## src/rtl/frame_config_pkg.sv

```systemverilog
// ----------------------------------------------------------------------------
// frame_config_pkg
// Shared definitions for the frame configuration writer:
//   - cfg_state_e   : writer FSM states
//   - SyncWord      : opens a configuration session
//   - DesyncWord    : closes a session (only honoured where a header is expected)
//   - Hdr*          : bit positions of the column/frame fields in a header word
//   - state_accepts : which states take a word from the bitstream source
// ----------------------------------------------------------------------------
package frame_config_pkg;

    typedef enum logic [2:0] {
        StIdle,
        StHdr,
        StData,
        StChk,
        StStrobe,
        StHold
    } cfg_state_e;

    localparam logic [31:0] SyncWord   = 32'hFAB0_FAB1;
    localparam logic [31:0] DesyncWord = 32'hFAB0_FAB0;

    // Header layout: [15:8] column, [7:0] frame.
    localparam int unsigned HdrColLsb   = 8;
    localparam int unsigned HdrFrameLsb = 0;
    localparam int unsigned HdrFieldW   = 8;

    // The strobe and hold states never take a word; every other state does.
    function automatic logic state_accepts(cfg_state_e s);
        return (s == StIdle) || (s == StHdr) || (s == StData) || (s == StChk);
    endfunction

endpackage

```

## src/rtl/frame_strobe_decode.sv

```systemverilog
// ----------------------------------------------------------------------------
// frame_strobe_decode
// Turns the addressed column/frame of the frame being committed into a
// registered one-hot FrameStrobe pulse. The pulse is one cycle long because
// fire_i is only high on the single cycle the writer enters its strobe state.
// Ports:
//   clk_i     configuration clock
//   rst_ni    asynchronous active-low reset
//   col_i     header column field
//   frame_i   header frame field
//   valid_i   frame may be committed (address in range, checksum good)
//   fire_i    commit this cycle; strobe appears on the next cycle
//   strobe_o  bit c*MaxFramesPerCol+f drives column c, frame f
// ----------------------------------------------------------------------------
module frame_strobe_decode
    import frame_config_pkg::*;
#(
    parameter int unsigned MaxFramesPerCol = 20,
    parameter int unsigned NumColumns      = 16
) (
    input  logic                                  clk_i,
    input  logic                                  rst_ni,
    input  logic [HdrFieldW-1:0]                  col_i,
    input  logic [HdrFieldW-1:0]                  frame_i,
    input  logic                                  valid_i,
    input  logic                                  fire_i,
    output logic [MaxFramesPerCol*NumColumns-1:0] strobe_o
);

    localparam int unsigned StrobeW = MaxFramesPerCol * NumColumns;

    logic [StrobeW-1:0] strobe_d;
    logic [StrobeW-1:0] strobe_q;

    // Out-of-range addresses match no line, so they produce an all-zero vector.
    always_comb begin
        strobe_d = '0;
        for (int c = 0; c < int'(NumColumns); c++) begin
            for (int f = 0; f < int'(MaxFramesPerCol); f++) begin
                if (fire_i && valid_i && (col_i == HdrFieldW'(c)) &&
                    (frame_i == HdrFieldW'(f))) begin
                    strobe_d[c*int'(MaxFramesPerCol)+f] = 1'b1;
                end
            end
        end
    end

    always_ff @(posedge clk_i or negedge rst_ni) begin
        if (!rst_ni) begin
            strobe_q <= '0;
        end else begin
            strobe_q <= strobe_d;
        end
    end

    assign strobe_o = strobe_q;

endmodule

```

## src/rtl/frame_config_writer.sv

```systemverilog
// ----------------------------------------------------------------------------
// frame_config_writer
// Configuration-port end of the frame interface. Accepts a bitstream word
// stream over valid/ready, assembles one frame of NumRows words into
// FrameData and fires a one-cycle FrameStrobe into the addressed
// column/frame. Session framing: SyncWord opens, DesyncWord (in place of a
// header) closes.
//
// Optional feature (macro FRAME_WRITER_CHECKSUM_EN): after the last data
// row one extra word is accepted that must equal the XOR of the frame's data
// words; a mismatch sets cfg_error and suppresses the strobe.
//
// Ports:
//   CLK          configuration clock
//   resetn       asynchronous active-low reset
//   cfg_data     bitstream word
//   cfg_valid    word valid
//   cfg_ready    word accepted when cfg_valid & cfg_ready (depends on state only)
//   FrameData    row r at [(r+1)*FrameBitsPerRow-1 : r*FrameBitsPerRow]
//   FrameStrobe  column c frame f at bit c*MaxFramesPerCol+f
//   cfg_active   high between SYNC and DESYNC
//   cfg_error    sticky per session: bad address (or bad checksum) seen
// ----------------------------------------------------------------------------
module frame_config_writer
    import frame_config_pkg::*;
#(
    parameter int unsigned FrameBitsPerRow = 32,
    parameter int unsigned MaxFramesPerCol = 20,
    parameter int unsigned NumRows         = 16,
    parameter int unsigned NumColumns      = 16
) (
    input  logic                                  CLK,
    input  logic                                  resetn,
    input  logic [FrameBitsPerRow-1:0]            cfg_data,
    input  logic                                  cfg_valid,
    output logic                                  cfg_ready,
    output logic [FrameBitsPerRow*NumRows-1:0]    FrameData,
    output logic [MaxFramesPerCol*NumColumns-1:0] FrameStrobe,
    output logic                                  cfg_active,
    output logic                                  cfg_error
);

    localparam int unsigned RowW    = (NumRows > 1) ? $clog2(NumRows) : 1;
    localparam logic [RowW-1:0] LastRow = RowW'(NumRows - 1);
    localparam int unsigned DataW   = FrameBitsPerRow * NumRows;

    cfg_state_e                 state_q, state_d;
    logic [RowW-1:0]            row_cnt_q, row_cnt_d;
    logic [DataW-1:0]           frame_data_q, frame_data_d;
    logic [HdrFieldW-1:0]       col_q, col_d;
    logic [HdrFieldW-1:0]       frm_q, frm_d;
    logic                       frame_valid_q, frame_valid_d;
    logic                       active_q, active_d;
    logic                       error_q, error_d;
    logic                       ready_q, ready_d;
`ifdef FRAME_WRITER_CHECKSUM_EN
    logic [FrameBitsPerRow-1:0] chk_acc_q, chk_acc_d;
`endif

    logic                       accept;
    logic [HdrFieldW-1:0]       hdr_col;
    logic [HdrFieldW-1:0]       hdr_frm;
    logic                       hdr_in_range;
    logic                       strobe_fire;

    assign accept       = cfg_valid && ready_q;
    assign hdr_col      = cfg_data[HdrColLsb +: HdrFieldW];
    assign hdr_frm      = cfg_data[HdrFrameLsb +: HdrFieldW];
    assign hdr_in_range = (32'(hdr_col) < NumColumns) && (32'(hdr_frm) < MaxFramesPerCol);

    always_comb begin
        state_d       = state_q;
        row_cnt_d     = row_cnt_q;
        frame_data_d  = frame_data_q;
        col_d         = col_q;
        frm_d         = frm_q;
        frame_valid_d = frame_valid_q;
        active_d      = active_q;
        error_d       = error_q;
`ifdef FRAME_WRITER_CHECKSUM_EN
        chk_acc_d     = chk_acc_q;
`endif

        case (state_q)
            StIdle: begin
                if (accept && (cfg_data == FrameBitsPerRow'(SyncWord))) begin
                    state_d  = StHdr;
                    active_d = 1'b1;
                    error_d  = 1'b0;
                end
            end

            StHdr: begin
                if (accept) begin
                    if (cfg_data == FrameBitsPerRow'(DesyncWord)) begin
                        state_d  = StIdle;
                        active_d = 1'b0;
                    end else begin
                        // A bad address still consumes its data rows so the
                        // stream stays aligned; only the strobe is withheld.
                        col_d         = hdr_col;
                        frm_d         = hdr_frm;
                        frame_valid_d = hdr_in_range;
                        if (!hdr_in_range) begin
                            error_d = 1'b1;
                        end
                        row_cnt_d = '0;
                        state_d   = StData;
                    end
                end
            end

            StData: begin
                if (accept) begin
                    frame_data_d[32'(row_cnt_q)*FrameBitsPerRow +: FrameBitsPerRow] = cfg_data;
`ifdef FRAME_WRITER_CHECKSUM_EN
                    chk_acc_d = (row_cnt_q == '0) ? cfg_data : (chk_acc_q ^ cfg_data);
`endif
                    // Counter parks on the last row rather than wrapping.
                    if (row_cnt_q == LastRow) begin
`ifdef FRAME_WRITER_CHECKSUM_EN
                        state_d = StChk;
`else
                        state_d = StStrobe;
`endif
                    end else begin
                        row_cnt_d = row_cnt_q + 1'b1;
                    end
                end
            end

`ifdef FRAME_WRITER_CHECKSUM_EN
            StChk: begin
                if (accept) begin
                    if (cfg_data != chk_acc_q) begin
                        error_d       = 1'b1;
                        frame_valid_d = 1'b0;
                    end
                    state_d = StStrobe;
                end
            end
`endif

            StStrobe: state_d = StHold;

            // Extra cycle with FrameData frozen gives the latches hold time.
            StHold:   state_d = StHdr;

            default:  state_d = StIdle;
        endcase
    end

    // Registered so cfg_ready never sees cfg_valid combinationally and is 0 in reset.
    assign ready_d = state_accepts(state_d);

    always_ff @(posedge CLK or negedge resetn) begin
        if (!resetn) begin
            state_q       <= StIdle;
            row_cnt_q     <= '0;
            frame_data_q  <= '0;
            col_q         <= '0;
            frm_q         <= '0;
            frame_valid_q <= 1'b0;
            active_q      <= 1'b0;
            error_q       <= 1'b0;
            ready_q       <= 1'b0;
        end else begin
            state_q       <= state_d;
            row_cnt_q     <= row_cnt_d;
            frame_data_q  <= frame_data_d;
            col_q         <= col_d;
            frm_q         <= frm_d;
            frame_valid_q <= frame_valid_d;
            active_q      <= active_d;
            error_q       <= error_d;
            ready_q       <= ready_d;
        end
    end

`ifdef FRAME_WRITER_CHECKSUM_EN
    always_ff @(posedge CLK or negedge resetn) begin
        if (!resetn) begin
            chk_acc_q <= '0;
        end else begin
            chk_acc_q <= chk_acc_d;
        end
    end
`endif

    // The decoder registers its output, so it is fired on the transition into
    // the strobe state and the pulse lines up with that state.
    assign strobe_fire = (state_d == StStrobe);

    frame_strobe_decode #(
        .MaxFramesPerCol (MaxFramesPerCol),
        .NumColumns      (NumColumns)
    ) u_strobe_decode (
        .clk_i    (CLK),
        .rst_ni   (resetn),
        .col_i    (col_q),
        .frame_i  (frm_q),
        .valid_i  (frame_valid_d),
        .fire_i   (strobe_fire),
        .strobe_o (FrameStrobe)
    );

    assign cfg_ready  = ready_q;
    assign FrameData  = frame_data_q;
    assign cfg_active = active_q;
    assign cfg_error  = error_q;

endmodule

```

## config.mk

```make
export PLATFORM = sky130hd
export DESIGN_NAME = frame_config_writer
export DESIGN_NICKNAME = d
export VERILOG_FILES = /design/src/rtl/frame_config_pkg.sv /design/src/rtl/frame_strobe_decode.sv /design/src/rtl/frame_config_writer.sv
export SDC_FILE = /design/constraint.sdc
export NUM_CORES = 1
export LEC_CHECK = 0
export ABC_AREA = 1
export CORE_AREA = 2 2 340 342
export DETAILED_ROUTE_END_ITERATION = 10
export DIE_AREA = 0 0 342 344
export GPL_ROUTABILITY_DRIVEN = 0
export PLACE_DENSITY = 0.59
export SYNTH_ARGS = -nofsm -noshare
export SYNTH_HDL_FRONTEND = slang
export SYNTH_HIERARCHICAL = 1
export SYNTH_SLANG_ARGS = --single-unit
```

## constraint.sdc

```tcl
create_clock -name CLK -period 4.8 [get_ports CLK]
set_clock_uncertainty 0.1 [all_clocks]
set_input_delay 0.72 -clock CLK [delete_from_list [all_inputs] [get_ports CLK]]
set_output_delay 0.72 -clock CLK [all_outputs]
set_load 0.01 [all_outputs]
```

## Word level (Yosys, flattened, before mapping)

Cells that the tools add are included.

- Register bits after elaboration: 859
- Latch bits: 0
- Memory bits (writable): 0
- Memory bits (read-only): 0
- Output and inout port bits: 835
- Memories kept: 0

- $add $sub $neg: 2
- $mul: 0
- Divide/modulo/power cells: 0
- Magnitude comparators: 2
- Equality and inequality tests: 52
- Shift operators: 2
- Muxes and demuxes: 344
- Bitwise gates (word level): 1
- Reduce and logical (&&, ||, !) cells: 354

Operator list:

| kind | number |
|---|---|
| $bwmux W512 | 1 |
| $shift A32 B34 Y512 const A | 1 |
| $shiftx A32 B34 Y512 | 1 |
| $logic_and A1 B1 Y1 | 340 |
| $mux W1 | 330 |
| $eq A8 B4 Y1 const B | 16 |
| $eq A32 B32 Y1 const B | 2 |
| $eq A8 B3 Y1 const B | 8 |
| $neg A9 Y34 | 1 |
| $eq A8 B2 Y1 const B | 4 |
| $eq A8 B5 Y1 const B | 4 |
| $eq A8 B1 Y1 const B | 2 |
| $logic_not A8 Y1 | 2 |
| $lt A8 B5 Y1 const B | 2 |
| $mux W4 | 4 |
| $pmux W3 S5 | 1 |
| $ne A2 B2 Y1 const B | 7 |
| $mux W3 | 4 |
| $reduce_and A5 Y1 | 2 |
| $eq A3 B2 Y1 const B | 3 |
| $eq A3 B3 Y1 const B | 3 |
| $pmux W4 S2 | 1 |
| $eq A3 B1 Y1 const B | 2 |
| $logic_not A3 Y1 | 2 |
| 10 further kinds | 14 |

## Longest topological paths before layout

- Depth after elaboration: 9
- Mapped depth: 16
- Depth with buffers taken out: 13

## Cells and area by module

The synthesis kept the hierarchy.

Modules (own cells, without submodules):

| module | instances | cells an instance | area an instance (sq um) |
|---|---|---|---|
| frame_config_writer | 1 | 3054 | 24658.6 |
| frame_strobe_decode | 1 | 792 | 10503.8 |

## Worst setup path before layout

OpenSTA, ideal clock, no wires.

- Path type: input to register
- Start: input cfg_data[6]
- End: register u_strobe_decode.strobe_q[166], in the netlist u_strobe_decode/strobe_o[166]
- Library setup time: 75 ps
- Data arrival time: 2801 ps
- Slack: 1824 ps
- Stages: 16
- Path buffers: 3
- Cells stage by stage: clkbuf_1 -> inv_1 -> nand2_1 -> nor2_1 -> nand3_1 -> nor2_1 -> nand2_1 -> nand2_1 -> clkbuf_1 -> nand2_1 -> o21ai_0 -> nand2_1 -> nor2_1 -> nand3_1 -> clkbuf_1 -> nor2_1

- Longest elaborated chain between the ends: 9

RTL lines:

| element | RTL line | source |
|---|---|---|
| start, declared | frame_config_writer.sv:34 | `input logic [FrameBitsPerRow-1:0] cfg_data,` |
| $lt A8 B5 Y1 | frame_config_writer.sv:69 | `assign hdr_in_range = (32'(hdr_col) < NumColumns) && (32'(hdr_frm) < MaxFramesPerCol);` |
| $logic_and A1 B1 Y1 | frame_config_writer.sv:69 |  |
| $mux W1 * | frame_config_writer.sv:95 | `if (cfg_data == FrameBitsPerRow'(DesyncWord)) begin` |
| $mux W1 * | frame_config_writer.sv:94 | `if (accept) begin` |
| $mux W1 * | frame_config_writer.sv:84 | `case (state_q)` |
| net frame_valid_d | frame_config_writer.sv:52 | `logic frame_valid_q, frame_valid_d;` |
| $logic_and A1 B1 Y1 * (3 in a row) | frame_strobe_decode.sv:40 | `if (fire_i && valid_i && (col_i == HdrFieldW'(c)) &&` |
| $mux W1 * | frame_strobe_decode.sv:40 |  |
| net u_strobe_decode.strobe_d[166] | frame_strobe_decode.sv:32 | `logic [StrobeW-1:0] strobe_d;` |
| end signal, assigned | frame_strobe_decode.sv:52 | `strobe_q <= strobe_d;` |
| end, declared | frame_strobe_decode.sv:33 | `logic [StrobeW-1:0] strobe_q;` |

Mark *: on every way through the listed nets, which the timed path passes. The rest lies on a longest branch.
A chain may end at the register's enable or synchronous reset.

## Worst setup path in the final report

- Start: register row_cnt_q[0]
- End: register frame_data_q[423], in the netlist FrameData[423]

- Longest elaborated chain between the ends: 3

RTL lines:

| element | RTL line | source |
|---|---|---|
| start, declared | frame_config_writer.sv:48 | `logic [RowW-1:0] row_cnt_q, row_cnt_d;` |
| start signal, assigned | frame_config_writer.sv:169 | `row_cnt_q <= row_cnt_d;` |
| $neg A9 Y34 * | frame_config_writer.sv:115 | `frame_data_d[32'(row_cnt_q)*FrameBitsPerRow +: FrameBitsPerRow] = cfg_data;` |
| $shiftx A32 B34 Y512 / $shift A32 B34 Y512 (equally long branches) | frame_config_writer.sv:115 |  |
| $bwmux W512 * | frame_config_writer.sv:115 |  |
| end signal, assigned | frame_config_writer.sv:170 | `frame_data_q <= frame_data_d;` |
| end, declared | frame_config_writer.sv:49 | `logic [DataW-1:0] frame_data_q, frame_data_d;` |

Every way passes the cells marked *; elsewhere a longest branch is shown, timed or not.

==> metrics.sh <==
WORSTSETUPENDPOINTTYPE='flop'
NUM-FILL-CELLS=11200
SETUP_WS_NS=0.811
DIE_WIDTH_UM=342
CRITICAL_PATH.STARTPOINT_TYPE='flop'
SYNTH.FF_LATCH_COUNT=859
SYN-CELL-AREA_UM2=35200
POST-ROUTE-DRC-COUNT=0
GRT_PASS1_VIAS=30300
SYNTH-WARNING-COUNT=6
DRTPASS1ITERATIONS=6
DR_VIAS_CELL=5.01
POST-DP-HPWL_UM=103000
CTS-HOLD-FIX-BUFFERS=0
PIN_COUNT=870
STATUS='completed'
CTS_BUFFERS=96
TRITONCTS='yes'
CTS_ROOT_BUFFER='sky130_fd_sc_hd__clkbuf_16'
NUMCLOCKSINKS=859
POST_SYNTH.CELL_AREA_AVG_UM2=9.14
FIRST_ITER_VIOLATIONS=2536
REG_TO_REG_START='row_cnt_q[0]'
CLOCK_LATENCY_NS=0.68
FINALNETCOUNT=4637
AREAGROWTHSYNTHTOFINISH_PCT=38.7
CRIT_PATH_MAX_INCR_DELAY_NS=0.64
PIN_COUNT_OF_THE_BIGGEST_NET_ENTERING_GLOBAL_ROUTING=159
SETUP_TNS_NS=0
CRITICAL_PATH_RT_NS=5.25
POWER.LEAKAGE_nW=21.7
ACHIEVABLE-FREQUENCY_MHz=251
R2R_CELLS=9
FINAL_WORST_PATH_PERIOD_SHARE=0.831
YOSYSUNIQUECELLTYPES=35
HIGHEST_NET_FANOUT_ALONG_THE_WORST_PATH=64
TIMING_HOLD_VIOLATIONS_FINAL=0
VDD_DROP_MAX_uV=617
ROUTE.DETAILED.WL_PER_INST_UM=24.8
CRITICAL_PATH.STARTPOINT='row_cnt_q[0]'
SEQCELLAREA_UM2=21500
MAX-CAP-VIOLATIONS=0
IO_BUFFERS=869
DRT-TOTAL-WL_UM=153000
CRIT_PATH_TOP_DELAY_CELL='sky130_fd_sc_hd__dfrtp_1'
DRIVE_GT1_FRAC=0.0939
REPORT.FINAL.SETUP_VIOL=0
CRIT-REG2REG-CAPTURE='FrameData[423]'
CORE_REGION_AREA_UM2=114000
PLACEMENT.SETUP.WORST_SLACK_NS=0.249
WORST-SLEW-PIN-TRANSITION_NS=1.20
WORST_HOLD_CHECK_SLACK_NS=0.0350
POST-CTS-SETUP-BUFFER-COUNT=0
TIMING_WORST_SETUP_PATH_TYPE='reg -> reg'
DESIGN.DIE.AREA_UM2=118000
CTS_MAX_LEVEL=3
TIMING.REG2REG.SETUP_SLACK_NS=0.81
GRT-OVFL-TOTAL=0
CHIPHEIGHT_UM=344
POST_ROUTE_ANTENNA_NET_VIOLATION_COUNT=0
RELSLEWSLACK=0.197
GRT_ANTENNA_BEFORE_REPAIR=9
SYNTH_FP_NETS=3884
MULTI_INPUT_AREA_UM2=11900
GRT_PASS1_WL_UM=220000
YS_SEQ_AREA_FRAC=0.611
VIAS=31000
MOSTFREQUENTLAYOUTCELL='sky130_fd_sc_hd__nand2_1'
LAYOUT_COMMON_CELLS='sky130_fd_sc_hd__nand2_1, sky130_fd_sc_hd__clkdlybuf4s50_1, sky130_fd_sc_hd__dfrtp_1, sky130_fd_sc_hd__nor2_1, sky130_fd_sc_hd__o21ai_1'
CTS.REPAIR.RESIZED=0
MAXSLEWVIOLCOUNT=0
GROUTE.USAGE.OVERALL=0.254
CRITICAL_PATH.CELL_CHAIN='inv_1 > nand3_1 > inv_1 > ha_4 > nor2_4 > nand2_2 > nor2_2 > nand2_2 > o21ai_0'
CTSLONGESTPATHBUFFERS=3
GRT_SETUP_UNREPAIRED='no'
POWER-PER-CELL-AREA_nW_PER_UM2=459
PERIOD_MINUS_SLACK_NS=3.99
FLOORPLAN.INITIALDENSITY=0.309
WORST_HOLD_CLASS='in -> async'
NETLIST_INSTANCES=3846
CLK_PIN_SLEW_NS=0.06
CRITICAL_PATH_DATA_ARRIVAL_TIME_NS=4.44
CRIT_PATH_END='FrameData[423]'
ROW_COUNT=124
==> how the worst min path moves through the flow <==
stage / to
floorplan: FrameData[0]
global placement: FrameData[4]
CTS: FrameData[413]
finish: FrameData[128]
global route: FrameData[128]
detailed placement: FrameData[0]
==> metrics by stage <==
stage	area, um2	utilization	instances	total power [mW]
after floorplan	35200	-	3846	11.9
after global placement	45400	0.398	6013	14.4
after detailed placement	45400	0.398	6013	14.4
after CTS	48800	0.428	6188	22.4
after global routing	48800	0.428	6194	23.3
final	48800	0.428	6195	22.4
==> logic make-up (layout without fill, tap and decap cells) <==
| group | after synthesis | count (layout) | share of synthesized area |
|---|---|---|---|
| compound gates | 378 | 378 | 0.0539 |
| xor+xnor | 2 | 2 | 0.000712 |
| fa+ha+maj | 3 | 3 | 0.00107 |
| buf+inv | 435 | 1265 | 0.0539 |
| flops | 859 | 859 | 0.611 |
| other cells | 0 | 7 | 0 |
| simple gates | 2169 | 2169 | 0.279 |
==> critical path: cells and delay by family, from the launching register on <==
kind	cells	cell delay, ns
compound gates	1	0.45
fa+ha+maj	1	0.41
buf+inv	2	0.28
flops	1	0.64
simple gates	5	1.96
==> where the power goes <==
group / internal (mW) / leakage, nW / switching (mW) / total (mW)
registers: 7.50 / 11.9 / 0.241 / 7.74
clock network: 4.81 / 1.65 / 3.17 / 7.98
logic: 1.32 / 8.11 / 5.35 / 6.67
==> sequential cells by signal, indices dropped and copies added (netlist names), 3 cells and up <==
signal                    cells
FrameData                   512
u_strobe_decode/strobe_o    320
col_q                         8
frm_q                         8
row_cnt_q                     4
state_q                       3
==> synth_stat cells <==
library cell / count / area, um2
sky130_fd_sc_hd__o21ai_1: 262 / 1310
sky130_fd_sc_hd__nand2_1: 1160 / 4350
sky130_fd_sc_hd__buf_6: 8 / 90.1
sky130_fd_sc_hd__clkbuf_4: 1 / 7.51
sky130_fd_sc_hd__or2_4: 1 / 8.76
sky130_fd_sc_hd__buf_4: 4 / 30.0
sky130_fd_sc_hd__a21oi_1: 1 / 5.00
sky130_fd_sc_hd__nor2_4: 27 / 304
sky130_fd_sc_hd__buf_1: 26 / 97.6
sky130_fd_sc_hd__nor2_8: 2 / 40.0
sky130_fd_sc_hd__nor2_2: 91 / 569
sky130_fd_sc_hd__a22oi_1: 1 / 7.51
sky130_fd_sc_hd__o21ai_0: 113 / 566
sky130_fd_sc_hd__inv_1: 94 / 353
sky130_fd_sc_hd__buf_2: 95 / 475
sky130_fd_sc_hd__xor2_1: 1 / 8.76
sky130_fd_sc_hd__dfrtp_1: 859 / 21500
sky130_fd_sc_hd__clkinv_1: 1 / 3.75
sky130_fd_sc_hd__ha_1: 3 / 37.5
sky130_fd_sc_hd__nor2_1: 306 / 1150
sky130_fd_sc_hd__nand2_2: 7 / 43.8
sky130_fd_sc_hd__nor3b_1: 1 / 7.51
sky130_fd_sc_hd__nand4_1: 86 / 538
sky130_fd_sc_hd__buf_12: 4 / 80.1
sky130_fd_sc_hd__nand3_2: 4 / 40.0
sky130_fd_sc_hd__nor3_2: 3 / 30.0
sky130_fd_sc_hd__xnor2_2: 1 / 16.3
sky130_fd_sc_hd__nand3_1: 154 / 771
sky130_fd_sc_hd__nor3_1: 189 / 946
sky130_fd_sc_hd__a21boi_0: 1 / 7.51
sky130_fd_sc_hd__nand2_4: 2 / 22.5
sky130_fd_sc_hd__nand2_8: 10 / 200
sky130_fd_sc_hd__clkbuf_1: 195 / 732
sky130_fd_sc_hd__inv_2: 7 / 26.3
sky130_fd_sc_hd__nor4_1: 126 / 788
==> final cells by class <==
cell class              instances  area share
inverters                     102     0.00811
multi-input cells            2552       0.243
well taps                    1512      0.0388
repair buffers                988       0.199
clock buffers                 135      0.0564
flip-flops and latches        859       0.441
clock inverters                40      0.0131
diodes                          7    0.000359
==> per-layer routing <==
layer	track usage	wire, um	vias to the layer above
met5	0	11	-
met4	0.122	7630	2
met2	0.409	71500	1457
met1	0.315	60200	15300
met3	0.0720	14000	295
li1	-	-	14000
Power figures use the tool's default switching activity.
